### config.mk
export PLATFORM = sky130hd
export DESIGN_NAME = vga_timing_gen
export DESIGN_NICKNAME = d
export VERILOG_FILES = /design/src/rtl/vga_pkg.sv /design/src/rtl/vga_axis_counter.sv /design/src/rtl/vga_timing_gen.sv
export SDC_FILE = /design/constraint.sdc
export NUM_CORES = 1
export LEC_CHECK = 0
export ABC_CLOCK_PERIOD_IN_PS = 2290
export BUFFER_PORTS_ARGS = -buffer_cell sky130_fd_sc_hd__clkbuf_2
export CAP_MARGIN = 20
export CORE_MARGIN = 8
export CORE_UTILIZATION = 40
export CTS_CLUSTER_DIAMETER = 120
export CTS_CLUSTER_SIZE = 24
export DETAILED_ROUTE_END_ITERATION = 12
export SYNTH_ARGS = -nofsm -noshare
export SYNTH_HDL_FRONTEND = slang
export SYNTH_SLANG_ARGS = --single-unit
### constraint.sdc
create_clock -name clk_i -period 2.29 [get_ports clk_i]
set_input_delay 0.3435 -clock clk_i [delete_from_list [all_inputs] [get_ports clk_i]]
set_output_delay 0.3435 -clock clk_i [all_outputs]
set_load 0.1 [all_outputs]
### src/rtl/vga_pkg.sv
`default_nettype none
// ============================================================================
//  Module      : vga_pkg
//  Description : Shared constants for the VGA timing generator. Holds the
//                default 640x480@60 timing, the test-pattern encodings and a
//                helper that sums the four segments of one scan axis.
//  Revision    : 1.0 - initial release
// ============================================================================
package vga_pkg;

  // Default 640x480@60 horizontal timing (pixels)
  localparam int unsigned DEF_H_ACTIVE = 640;
  localparam int unsigned DEF_H_FP     = 16;
  localparam int unsigned DEF_H_SYNC   = 96;
  localparam int unsigned DEF_H_BP     = 48;

  // Default 640x480@60 vertical timing (lines)
  localparam int unsigned DEF_V_ACTIVE = 480;
  localparam int unsigned DEF_V_FP     = 10;
  localparam int unsigned DEF_V_SYNC   = 2;
  localparam int unsigned DEF_V_BP     = 33;

  // Test-pattern selector encodings
  localparam logic [1:0] PAT_SOLID  = 2'd0;
  localparam logic [1:0] PAT_BARS   = 2'd1;
  localparam logic [1:0] PAT_CHECK  = 2'd2;
  localparam logic [1:0] PAT_BORDER = 2'd3;

  // Total length of one scan axis: active + front porch + sync + back porch
  function automatic int unsigned axis_total(input int unsigned active,
                                             input int unsigned fp,
                                             input int unsigned sync,
                                             input int unsigned bp);
    return active + fp + sync + bp;
  endfunction

  localparam int unsigned DEF_H_TOTAL =
    axis_total(DEF_H_ACTIVE, DEF_H_FP, DEF_H_SYNC, DEF_H_BP);
  localparam int unsigned DEF_V_TOTAL =
    axis_total(DEF_V_ACTIVE, DEF_V_FP, DEF_V_SYNC, DEF_V_BP);

endpackage
`default_nettype wire

### src/rtl/vga_axis_counter.sv
`default_nettype none
// ============================================================================
//  Module      : vga_axis_counter
//  Description : One scan axis (horizontal or vertical). A wrapping position
//                counter advanced by en_i, plus the combinational decode of
//                the current position: terminal-count strobe, sync level and
//                active-region flag.
//  Revision    : 1.0 - initial release
// ============================================================================
module vga_axis_counter
  import vga_pkg::*;
#(
  parameter int unsigned ACTIVE = DEF_H_ACTIVE,
  parameter int unsigned FP     = DEF_H_FP,
  parameter int unsigned SYNC   = DEF_H_SYNC,
  parameter int unsigned BP     = DEF_H_BP,
  parameter logic        POL    = 1'b0,
  parameter int unsigned CW     = 10
) (
  input  logic          clk_i,
  input  logic          rst_ni,
  input  logic          en_i,
  output logic [CW-1:0] count_o,
  output logic          wrap_o,
  output logic          sync_o,
  output logic          active_o
);

  localparam int unsigned   TOTAL      = axis_total(ACTIVE, FP, SYNC, BP);
  localparam logic [CW-1:0] LAST       = CW'(TOTAL - 1);
  localparam logic [CW-1:0] ACT_END    = CW'(ACTIVE);
  localparam logic [CW-1:0] SYNC_START = CW'(ACTIVE + FP);
  localparam logic [CW-1:0] SYNC_END   = CW'(ACTIVE + FP + SYNC);

  logic [CW-1:0] count_q;
  logic [CW-1:0] count_d;
  logic          w_at_last;

  // Next position and position decode
  always_comb begin
    w_at_last = (count_q == LAST);
    count_d   = count_q;
    if (en_i) begin
      count_d = w_at_last ? '0 : count_q + 1'b1;
    end
    wrap_o   = en_i & w_at_last;
    sync_o   = ((count_q >= SYNC_START) && (count_q < SYNC_END)) ? POL : ~POL;
    active_o = (count_q < ACT_END);
  end

  // Position register; holds whenever en_i is low
  always_ff @(posedge clk_i or negedge rst_ni) begin
    if (!rst_ni) begin
      count_q <= '0;
    end else begin
      count_q <= count_d;
    end
  end

  assign count_o = count_q;

endmodule
`default_nettype wire

### src/rtl/vga_timing_gen.sv
`default_nettype none
// ============================================================================
//  Module      : vga_timing_gen
//  Description : Parametrised VGA timing and test-pattern generator. Two axis
//                counters track the raster position; every pixel tick loads
//                registered syncs, coordinates, strobes and an RGB test
//                pattern decoded from the position before it advances.
//                Pattern selection and colour are sampled at the frame origin
//                so a frame is always drawn with one consistent setting.
//  Revision    : 1.0 - initial release
// ============================================================================
module vga_timing_gen
  import vga_pkg::*;
#(
  parameter int unsigned H_ACTIVE = DEF_H_ACTIVE,
  parameter int unsigned H_FP     = DEF_H_FP,
  parameter int unsigned H_SYNC   = DEF_H_SYNC,
  parameter int unsigned H_BP     = DEF_H_BP,
  parameter int unsigned V_ACTIVE = DEF_V_ACTIVE,
  parameter int unsigned V_FP     = DEF_V_FP,
  parameter int unsigned V_SYNC   = DEF_V_SYNC,
  parameter int unsigned V_BP     = DEF_V_BP,
  parameter logic        H_POL    = 1'b0,
  parameter logic        V_POL    = 1'b0,
  parameter int unsigned CBITS    = 1,
  parameter int unsigned CHK_LOG2 = 5,
  parameter int unsigned CW       = 10
) (
  input  logic               clk_i,
  input  logic               rst_ni,
  input  logic               pix_en_i,
  input  logic [1:0]         pattern_sel_i,
  input  logic [3*CBITS-1:0] color_i,
  output logic [CW-1:0]      pixel_x_o,
  output logic [CW-1:0]      pixel_y_o,
  output logic               video_on_o,
  output logic               h_sync_o,
  output logic               v_sync_o,
  output logic               line_start_o,
  output logic               frame_start_o,
  output logic [3*CBITS-1:0] rgb_o
);

  // Colour bars are H_ACTIVE/8 wide; narrow screens fall back to width 1
  localparam int unsigned   BAR_W       = (H_ACTIVE >= 8) ? (H_ACTIVE / 8) : 1;
  localparam logic [CW-1:0] BAR_DIV     = CW'(BAR_W);
  localparam logic [CW-1:0] BAR_MAX     = CW'(7);
  localparam logic [CW-1:0] X_LAST_VIS  = CW'(H_ACTIVE - 1);
  localparam logic [CW-1:0] Y_LAST_VIS  = CW'(V_ACTIVE - 1);

  // Raster position and its decode
  logic [CW-1:0] w_hc;
  logic [CW-1:0] w_vc;
  logic          w_h_wrap;
  logic          w_unused_v_wrap;
  logic          w_h_sync;
  logic          w_v_sync;
  logic          w_h_active;
  logic          w_v_active;

  // Frame-sampled pattern controls
  logic [1:0]         pattern_q;
  logic [3*CBITS-1:0] color_q;

  // Output registers and their next-state values
  logic [CW-1:0]      pixel_x_q;
  logic [CW-1:0]      pixel_y_q;
  logic               video_on_q;
  logic               h_sync_q;
  logic               v_sync_q;
  logic               line_start_q;
  logic               frame_start_q;
  logic [3*CBITS-1:0] rgb_q;
  logic [3*CBITS-1:0] rgb_d;

  // Pattern decode helpers
  logic               w_origin;
  logic [1:0]         w_pat;
  logic [3*CBITS-1:0] w_col;
  logic [CW-1:0]      w_bar_idx;
  logic [2:0]         w_bar;
  logic               w_visible;

  vga_axis_counter #(
    .ACTIVE (H_ACTIVE),
    .FP     (H_FP),
    .SYNC   (H_SYNC),
    .BP     (H_BP),
    .POL    (H_POL),
    .CW     (CW)
  ) u_h_axis (
    .clk_i    (clk_i),
    .rst_ni   (rst_ni),
    .en_i     (pix_en_i),
    .count_o  (w_hc),
    .wrap_o   (w_h_wrap),
    .sync_o   (w_h_sync),
    .active_o (w_h_active)
  );

  // The vertical axis steps once per completed line
  vga_axis_counter #(
    .ACTIVE (V_ACTIVE),
    .FP     (V_FP),
    .SYNC   (V_SYNC),
    .BP     (V_BP),
    .POL    (V_POL),
    .CW     (CW)
  ) u_v_axis (
    .clk_i    (clk_i),
    .rst_ni   (rst_ni),
    .en_i     (w_h_wrap),
    .count_o  (w_vc),
    .wrap_o   (w_unused_v_wrap),
    .sync_o   (w_v_sync),
    .active_o (w_v_active)
  );

  // Test-pattern colour for the current position; the origin tick uses the
  // freshly presented controls so capture and use coincide
  always_comb begin
    w_origin  = (w_hc == '0) && (w_vc == '0);
    w_pat     = w_origin ? pattern_sel_i : pattern_q;
    w_col     = w_origin ? color_i : color_q;
    w_visible = w_h_active & w_v_active;
    w_bar_idx = w_hc / BAR_DIV;
    w_bar     = (w_bar_idx > BAR_MAX) ? 3'd7 : w_bar_idx[2:0];
    rgb_d     = '0;
    if (w_visible) begin
      case (w_pat)
        PAT_SOLID:  rgb_d = w_col;
        PAT_BARS:   rgb_d = {{CBITS{w_bar[2]}}, {CBITS{w_bar[1]}}, {CBITS{w_bar[0]}}};
        PAT_CHECK:  rgb_d = (w_hc[CHK_LOG2] ^ w_vc[CHK_LOG2]) ? ~w_col : w_col;
        PAT_BORDER: rgb_d = ((w_hc == '0) || (w_hc == X_LAST_VIS) ||
                             (w_vc == '0) || (w_vc == Y_LAST_VIS)) ? '1 : '0;
        default:    rgb_d = '0;
      endcase
    end
  end

  // Output and control registers; everything holds while pix_en_i is low
  always_ff @(posedge clk_i or negedge rst_ni) begin
    if (!rst_ni) begin
      pixel_x_q     <= '0;
      pixel_y_q     <= '0;
      video_on_q    <= 1'b0;
      h_sync_q      <= ~H_POL;
      v_sync_q      <= ~V_POL;
      line_start_q  <= 1'b0;
      frame_start_q <= 1'b0;
      rgb_q         <= '0;
      pattern_q     <= PAT_SOLID;
      color_q       <= '0;
    end else if (pix_en_i) begin
      pixel_x_q     <= w_hc;
      pixel_y_q     <= w_vc;
      video_on_q    <= w_visible;
      h_sync_q      <= w_h_sync;
      v_sync_q      <= w_v_sync;
      line_start_q  <= (w_hc == '0);
      frame_start_q <= w_origin;
      rgb_q         <= rgb_d;
      if (w_origin) begin
        pattern_q <= pattern_sel_i;
        color_q   <= color_i;
      end
    end
  end

  assign pixel_x_o     = pixel_x_q;
  assign pixel_y_o     = pixel_y_q;
  assign video_on_o    = video_on_q;
  assign h_sync_o      = h_sync_q;
  assign v_sync_o      = v_sync_q;
  assign line_start_o  = line_start_q;
  assign frame_start_o = frame_start_q;
  assign rgb_o         = rgb_q;

endmodule
`default_nettype wire

### After elaboration in Yosys (flattened, before gate mapping)

Cells that the tools add are included.

* multipliers: 0
* reduce and logical (&&, ||, !) cells: 9
* shift operators: 0
* equal/unequal tests: 7
* mux-type cells: 11
* add/sub/neg operators: 2
* divide/modulo/power cells: 1
* $lt $le $gt $ge: 7
* bitwise operators: 4

Operator list (number)
* $eq A10 B10 Y1 const B: 3
* $add A10 B1 Y10 const B: 2
* $logic_not A10 Y1: 2
* $lt A10 B10 Y1 const B: 2
* $lt A10 B9 Y1 const B: 2
* $mux W10: 2
* $mux W3: 5
* $pmux W3 S4: 1
* $div A10 B7 Y10 const B: 1
* $eq A10 B9 Y1 const B: 1
* $ge A10 B10 Y1 const B: 1
* $ge A10 B9 Y1 const B: 1
* $gt A10 B3 Y1 const B: 1
* $eq A2 B2 Y1 const B: 2
* $logic_and A1 B1 Y1: 3
* $logic_or A1 B1 Y1: 3
* $not A3 Y3: 1
* $and A1 B1 Y1: 2
* $eq A2 B1 Y1 const B: 1
* $logic_not A2 Y1: 1
* $mux W1: 2
* $mux W2: 1
* $xor A1 B1 Y1: 1

* input port bits: 8
* bits in latches: 0
* register bits after elaboration: 53
* RAM bits: 0
* memories: 0
* ROM bits: 0

### Logic depth before layout (Yosys ltp)

Gate-level depths: netlist of run 1.

* word-level depth: 7
* mapped depth: 9
* gate-level depth less buffers: 8

### Modules after synthesis

From an unflattened synthesis of run 1, not the netlist that was laid out.

* cell total of the unflattened synthesis: 280
* area total of the unflattened synthesis: 2961.6 um^2

By module, submodules not included
* vga_timing_gen: area an instance 1793.0 um^2, times used 1, cells an instance 159
* vga_axis_counter at u_v_axis: area an instance 590.6 um^2, times used 1, cells an instance 62
* vga_axis_counter at u_h_axis: area an instance 578.1 um^2, times used 1, cells an instance 59

### Worst setup path before layout of run 1

No wires, ideal clock.

* kind: register to register
* start: reg u_h_axis.count_q[0] (netlist: u_h_axis.count_o[0])
* end: reg rgb_q[1] (netlist: rgb_o[1])
* period minus slack after synthesis: 1.921 ns
* data required time: 2.167 ns
* library setup time: 0.123 ns
* path buffers: 0
* stages on the path, launching flop included: 9
* slack: 0.369 ns
* data arrival time: 1.798 ns
* path through: dfrtp_1 > inv_1 > ha_1 > nor3b_1 > nand4_1 > o21ai_0 > a22oi_1 > a311o_1 > a32o_1

* cells in the longest elaborated chain, start to end: 7
* elaborated cells between the ends (all ways): 22
* those cells by class: 1 x div; 2 x order compare; 4 x eq/ne; 7 x mux; 2 x bitwise; 6 x reduce/logical

RTL lines
* start, declared: RTL line vga_axis_counter.sv:35 `logic [CW-1:0] count_q;`
* start signal, assigned: RTL line vga_axis_counter.sv:56 `count_q <= count_d;`
* parallel branches: the longest is 6 deep, another holds $div A10 B7 Y10
* $mux W3 *: RTL line vga_timing_gen.sv:129 `if (w_visible) begin`
* end signal, assigned: RTL line vga_timing_gen.sv:162 `rgb_q <= rgb_d;`
* end, declared: RTL line vga_timing_gen.sv:73 `logic [3*CBITS-1:0] rgb_q;`

Every way passes the cells marked *.
A chain may end at the register's enable or synchronous reset.

### Worst setup path in the final report of run 1

* start: reg u_v_axis.count_q[0] (netlist: u_v_axis.count_o[0])
* end: reg rgb_q[1] (netlist: rgb_o[1])

* cells in the longest elaborated chain, start to end: 7
* elaborated cells between the ends (all ways): 18
* those cells by class: 1 x order compare; 4 x eq/ne; 6 x mux; 2 x bitwise; 5 x reduce/logical

RTL lines
* start, declared: RTL line vga_axis_counter.sv:35
* start signal, assigned: RTL line vga_axis_counter.sv:56
* $logic_not A10 Y1: RTL line vga_timing_gen.sv:122, vga_timing_gen.sv:135
* $logic_and A1 B1 Y1: RTL line vga_timing_gen.sv:122 `w_origin = (w_hc == '0) && (w_vc == '0);`
* $mux W3
* $not A3 Y3: RTL line vga_timing_gen.sv:133 `PAT_CHECK: rgb_d = (w_hc[CHK_LOG2] ^ w_vc[CHK_LOG2]) ? ~w_col : w_col;`
* $mux W3: RTL line vga_timing_gen.sv:133
* $pmux W3 S4: RTL line vga_timing_gen.sv:130 `case (w_pat)`
* $mux W3 *: RTL line vga_timing_gen.sv:129

Mark *: on every way between the ends. The rest lies on a longest branch, timed or not.

==> impl_metrics.tcl, run 1 <==
set metrics [dict create \
    finalWorstSetupSlack_ns 0.180 \
    fill_cells 687 \
    cts_tree "done" \
    slew-limit-headroom_pct 59.3 \
    final_nets 329 \
    io_pins 36 \
    cp_max_fo 6 \
    clock_path_buffers 2 \
    route.met2.wl_mm 2.88 \
    finalSetupTns_ns 0 \
    start_util_pct 41.6 \
    cts_made_buffers 5 \
    synth.cell_area_mm2 0.00285 \
    drt_iter0_drc 105 \
    ys_seq_area_share_pct 46.7 \
    cp-start-kind "register" \
    timing.final.crit_share_pct 92.1 \
    critPathRequiredTime_ns 2.49 \
    ys_types 59 \
    cp_data_arrival_time_ns 2.31 \
    clkTransAtPathRegs_ns 0.10 \
    grt_max_degree 33 \
    synth_common_cells "51 x dfrtp_1, 26 x mux2_2, 24 x nand2_1" \
    period_minus_slack_ns 2.11 \
    ys_top_cells_by_area "dfrtp_1 45%, mux2_2 10%, nand2_1 3.2%, o21ai_0 3.0%, xnor2_1 2.8%" \
    p_leak_uw 0.00150 \
    end_kind "register" \
    drive_gt1_share_pct 31.8 \
    setup_viol 0 \
    die_x_um 100 \
    overflow 0 \
    wl_met3_um 272 \
    powerDensity_mw_per_mm2 846 \
    ir_drop_mv 0.790 \
    p_int_uw 1650 \
    final_antenna_net_count 0 \
    core_area_mm2 0.00683 \
    antenna_cells 0 \
    dp_slack_ns 0.108 \
    finalWirelength_mm 6.38 \
    seq_power_share_pct 41.4 \
    rsz0062_at_grt "false" \
    avgSynthCellArea_um2 10.4 \
    fp-row-count 30 \
    clock_skew_ns 0.00770 \
    numClockSinks 53 \
    synth_cells 273 \
    synth_edf_count 0 \
    syn_to_final_growth_pct 16.1 \
    synth_seq_cells 53 \
    final_hold_viol_count 0 \
    yosysMostFrequentCell "dfrtp_1" \
    top_layer "met4" \
    clk_latency_ns 0.31 \
    vias 2206 \
    fmax_ghz 0.474 \
    wl_per_cell_um 15.4 \
    first_pass_iters 4 \
    drc 0 \
    dp_hpwl_mm 4.75 \
    antenna_found_initial 0 \
    die_area_mm2 0.0101 \
    place_congestion 0.867 \
    track_usage_pct 13.2 \
    syn_nets 285 \
    switchingPower_uw 1150 \
    cts-root-buf "clkbuf_8" \
    viasPerCell 5.33 \
    outcome "finished clean" \
    yosys_warnings 0 \
    synth_flop_cell "dfrtp_1" \
    hp-class "in2async" \
    grt_pass1_vias 2207 \
    yosysTopAreaCellShare_pct 44.9 \
    async_flop_share_pct 100 \
    drt-met1-wl_mm 3.12 \
    htreeDepth 2 \
    comb_power_share_pct 35.6 \
    numPortBuffers 35 \
    drv_cap 0 \
    tightest_slew_ns 0.610 \
    sw_frac_of_total_pct 41.0 \
    drv_slew 0 \
    grt_pass1_wl_mm 10.8 \
    post-synth-top-area-cell "dfrtp_1" \
    die_h_um 100 \
    power.share.clock_pct 23.0 \
    critical_path_class "reg2reg" \
]
-- power groups by stage --
stage,logic (µW),registers [µW],clock network (µW)
after floorplan,402,1530,0
after global placement,984,1170,0
after detailed placement,991,1180,0
after CTS,994,1160,669
after global routing,1060,1180,697
final,994,1160,642
-- cell type report --
type	instances	area, µm²	area share [%]
clock inverter	3	43.8	1.33
clock buffer	5	68.8	2.08
sequential	53	1330	40.2
inverter	10	37.5	1.14
multi-input combinational	192	1370	41.4
tap	96	120	3.63
timing repair buffer	55	338	10.2
-- critical path, stage by stage (launching register included) --
cell and delay (ns):
dfrtp_1 0.44, ha_1 0.24, and3_1 0.22, nand3_1 0.14
a2bb2oi_1 0.27, a22oi_1 0.14, a311o_1 0.33, a32o_1 0.22
-- sequential cells by signal, summed over array words and instances, names as in the netlist --
name and count:
u_h_axis.count_o 10, h_sync_o 1, video_on_o 1, rgb_o 3, v_sync_o 1, line_start_o 1, pixel_y_o 10, color_q 3
pixel_x_o 10, pattern_q 2, frame_start_o 1, u_v_axis.count_o 10
-- what timing repair did --
item,CTS,global route
endpoints found under the setup margin,0,8
gates resized for setup,0,3
setup buffers,0,1
hold buffers,0,0
-- final timing paths --
kind | end | slack, ns | startpoint | cells past startpoint
worst max-delay path | rgb_o[1] | 0.18 | u_v_axis.count_o[0] | 7
worst min-delay path | u_h_axis.count_o[5] | 0.03 | rst_ni | 1
worst max register to register | rgb_o[1] | 0.18 | u_v_axis.count_o[0] | 7
worst min register to register | rgb_o[0] | 0.49 | rgb_o[0] | 2
max in group asynchronous | v_sync_o | 1.62 | rst_ni | 2
min in group clk_i | color_q[2] | 0.32 | color_i[2] | 2
-- layer usage --
layer | track usage, % | vias up
met1 | 17.8 | 1064
met5 | 0 | -
li1 | - | 1082
met4 | 5.58 | 0
met2 | 20.0 | 52
met3 | 2.84 | 8
-- metrics by stage --
stage	cells	hold WS, ns	power (µW)	area (µm²)	util [%]
floorplan	273	0.0479	1940	2850	-
global placement	405	0.378	2160	3170	46.4
detailed placement	405	0.386	2170	3170	46.4
CTS	413	0.0408	2820	3290	48.1
global route	414	0.0728	2930	3300	48.4
finish	414	0.0309	2790	3300	48.4
-- cells by family (layout without fill, tap and decap cells) --
kind of cell / Yosys count / count (layout) / synth area share [%]
simple gates: 101 / 101 / 20.4
fa+ha+maj: 4 / 4 / 1.76
flops: 53 / 53 / 46.7
buf+inv: 28 / 73 / 5.63
mux: 27 / 27 / 10.6
xor+xnor: 12 / 12 / 3.69
compound gates: 48 / 48 / 11.1
-- placed cells by master, fill, tap and decap left out, types with 2 or more instances in the layout --
master and instances:
a2bb2oi_1 2, nor4_1 7, o21ai_0 17, nor3_1 11, dfstp_2 2, nand2b_1 3
a21o_1 3, nand2_1 24, dfrtp_1 51, nand4_1 10, ha_1 4, mux2_2 26
a21oi_1 7, clkbuf_8 5, inv_1 10, or3_1 3, nand3_1 6, nor2_1 14
a31oi_1 2, nand3b_1 4, or4_1 2, nor2b_1 2, xor2_1 3, buf_4 19
a22oi_1 2, clkbuf_2 35, xnor2_1 9, o31ai_1 2
No activity file was read; power rests on OpenSTA's default activity.
==> inputs of run 2 (changes only) <==
- CORE_UTILIZATION: 40 -> 30
==> impl_metrics.tcl, run 2 (synthesized netlist as in run 1, its figures left out) <==
set metrics [dict create \
    outcome "finished clean" \
    r2r_cells 7 \
    clk_latency_ns 0.31 \
    hp-class "in2reg" \
    fill_cells 933 \
    finalWorstSetupSlack_ns 0.188 \
    ir_drop_mv 0.232 \
    crit_start "u_v_axis.count_o[0]" \
    cts_tree "done" \
    die_x_um 113 \
    grt_pass1_vias 2294 \
    numPortBuffers 35 \
    critPathRequiredTime_ns 2.49 \
    fmax_ghz 0.476 \
    r2r_setup_slack_ns 0.19 \
    cp_max_fo 6 \
    setup.worst_path.end "rgb_o[1]" \
    place_congestion 0.885 \
    viasPerCell 5.05 \
    critical_path_class "reg2reg" \
    final_antenna_net_count 0 \
    grt_pass1_wl_mm 11.7 \
    htreeDepth 2 \
    timing.final.crit_share_pct 91.8 \
    wl_per_cell_um 14.9 \
    finalSetupTns_ns 0 \
    rsz0062_at_grt "false" \
    final_nets 331 \
    cts_made_buffers 5 \
    numClockSinks 53 \
    dp_slack_ns 0.146 \
    dpl.cell_count 439 \
    cp_data_arrival_time_ns 2.31 \
    timing.rr.start "u_v_axis.count_o[0]" \
    syn_to_final_growth_pct 17.7 \
    layout_common_cells "51 x dfrtp_1, 35 x clkbuf_2, 26 x mux2_2, 24 x nand2_1, 21 x buf_4" \
    end_kind "register" \
    first_pass_iters 4 \
    core_area_mm2 0.00924 \
    antenna_found_initial 0 \
    r2r-end "rgb_o[1]" \
    die_h_um 113 \
    cp-start-kind "register" \
    clkTransAtPathRegs_ns 0.10 \
    use_met2_pct 17.9 \
    p_leak_uw 0.00150 \
    io_pins 36 \
    grt_use_met3_pct 3.06 \
    clock_path_buffers 2 \
    vias 2266 \
    drive_gt1_share_pct 31.6 \
    p_total_uw 2810 \
    final_hold_viol_count 0 \
    drv_cap 0 \
    overflow 0 \
    dp_hpwl_mm 5.09 \
    drc 0 \
    finalWirelength_mm 6.70 \
    ff_latch_area_mm2 0.00133 \
    powerDensity_mw_per_mm2 838 \
    final_cells 449 \
    antenna_cells 0 \
    start_util_pct 30.8 \
    slew-limit-headroom_pct 63.1 \
    tightest_slew_ns 0.556 \
    cts-root-buf "clkbuf_8" \
    use_met1_pct 14.2 \
    setup_viol 0 \
    mostFrequentLayoutCell "dfrtp_1" \
    period_minus_slack_ns 2.10 \
    fp-row-count 35 \
    drv_slew 0 \
    grt_max_degree 21 \
    track_usage_pct 11.0 \
    die_area_mm2 0.0129 \
    drt_iter0_drc 135 \
    grt.busiest_layer "met2" \
    multi_input_comb_area_mm2 0.00137 \
    clock_skew_ns 0.00717 \
]
[run 2: cell count changes in the layout (fill, tap and decap cells not counted), sizes merged]
cell	change
buf	+1
clkbuf	+1
clkinv	-1
dlygate4sd3	+1
[run 2: final cells by class]
type	count	share of cell area (%)
tap	129	4.82
sequential	53	39.7
timing repair buffer	57	10.2
clock buffer	6	2.17
multi-input combinational	192	40.8
clock inverter	2	1.16
inverter	10	1.12
[run 2: critical path, cell delays in order, from the launching register on]
cell and delay [ns]:
dfrtp_1 0.44, ha_1 0.24, and3_1 0.22, nand3_1 0.14
a2bb2oi_1 0.27, a22oi_1 0.14, a311o_1 0.34, a32o_1 0.21
[run 2: metal layers]
layer | up-vias | share of wire (%)
li1 | 1087 | -
met5 | - | 0
met4 | 0 | 0.76
met1 | 1123 | 47
met2 | 52 | 48
met3 | 4 | 4.8
[run 2: worst min-delay path by stage]
stage / cells after the start / end / slack [ns] / start
2_1_floorplan: 0 / color_q[0] / 0.05 / rst_ni
3_3_place_gp: 1 / frame_start_o / 0.34 / rst_ni
3_5_place_dp: 1 / frame_start_o / 0.34 / rst_ni
4_1_cts: 2 / color_q[0] / 0.30 / color_i[0]
5_1_grt: 2 / color_q[0] / 0.30 / color_i[0]
6_report: 2 / color_q[0] / 0.31 / color_i[0]
[run 2: through the flow]
step                cell area (µm²)  utilization (%)  hold slack [ns]
floorplan                      2850                -           0.0479
global placement               3210             34.7            0.336
detailed placement             3210             34.7            0.335
CTS                            3330             36.0            0.297
global route                   3350             36.2            0.295
finish                         3350             36.2            0.307
[run 2: repair_timing]
action	in CTS	in global routing
hold buffers	1	0
endpoints found under the hold margin	9	0
setup endpoints to repair	0	8
resized for setup	0	2
buffers inserted	0	1
[run 2: where the power goes]
group | switching (µW) | total (µW) | internal (µW) | leakage, µW
Sequential | 116 | 1160 | 1040 | 0.000695
Combinational | 718 | 994 | 276 | 0.000750
Clock | 323 | 654 | 331 | 0.0000558
Total | 1160 | 2810 | 1650 | 0.00150
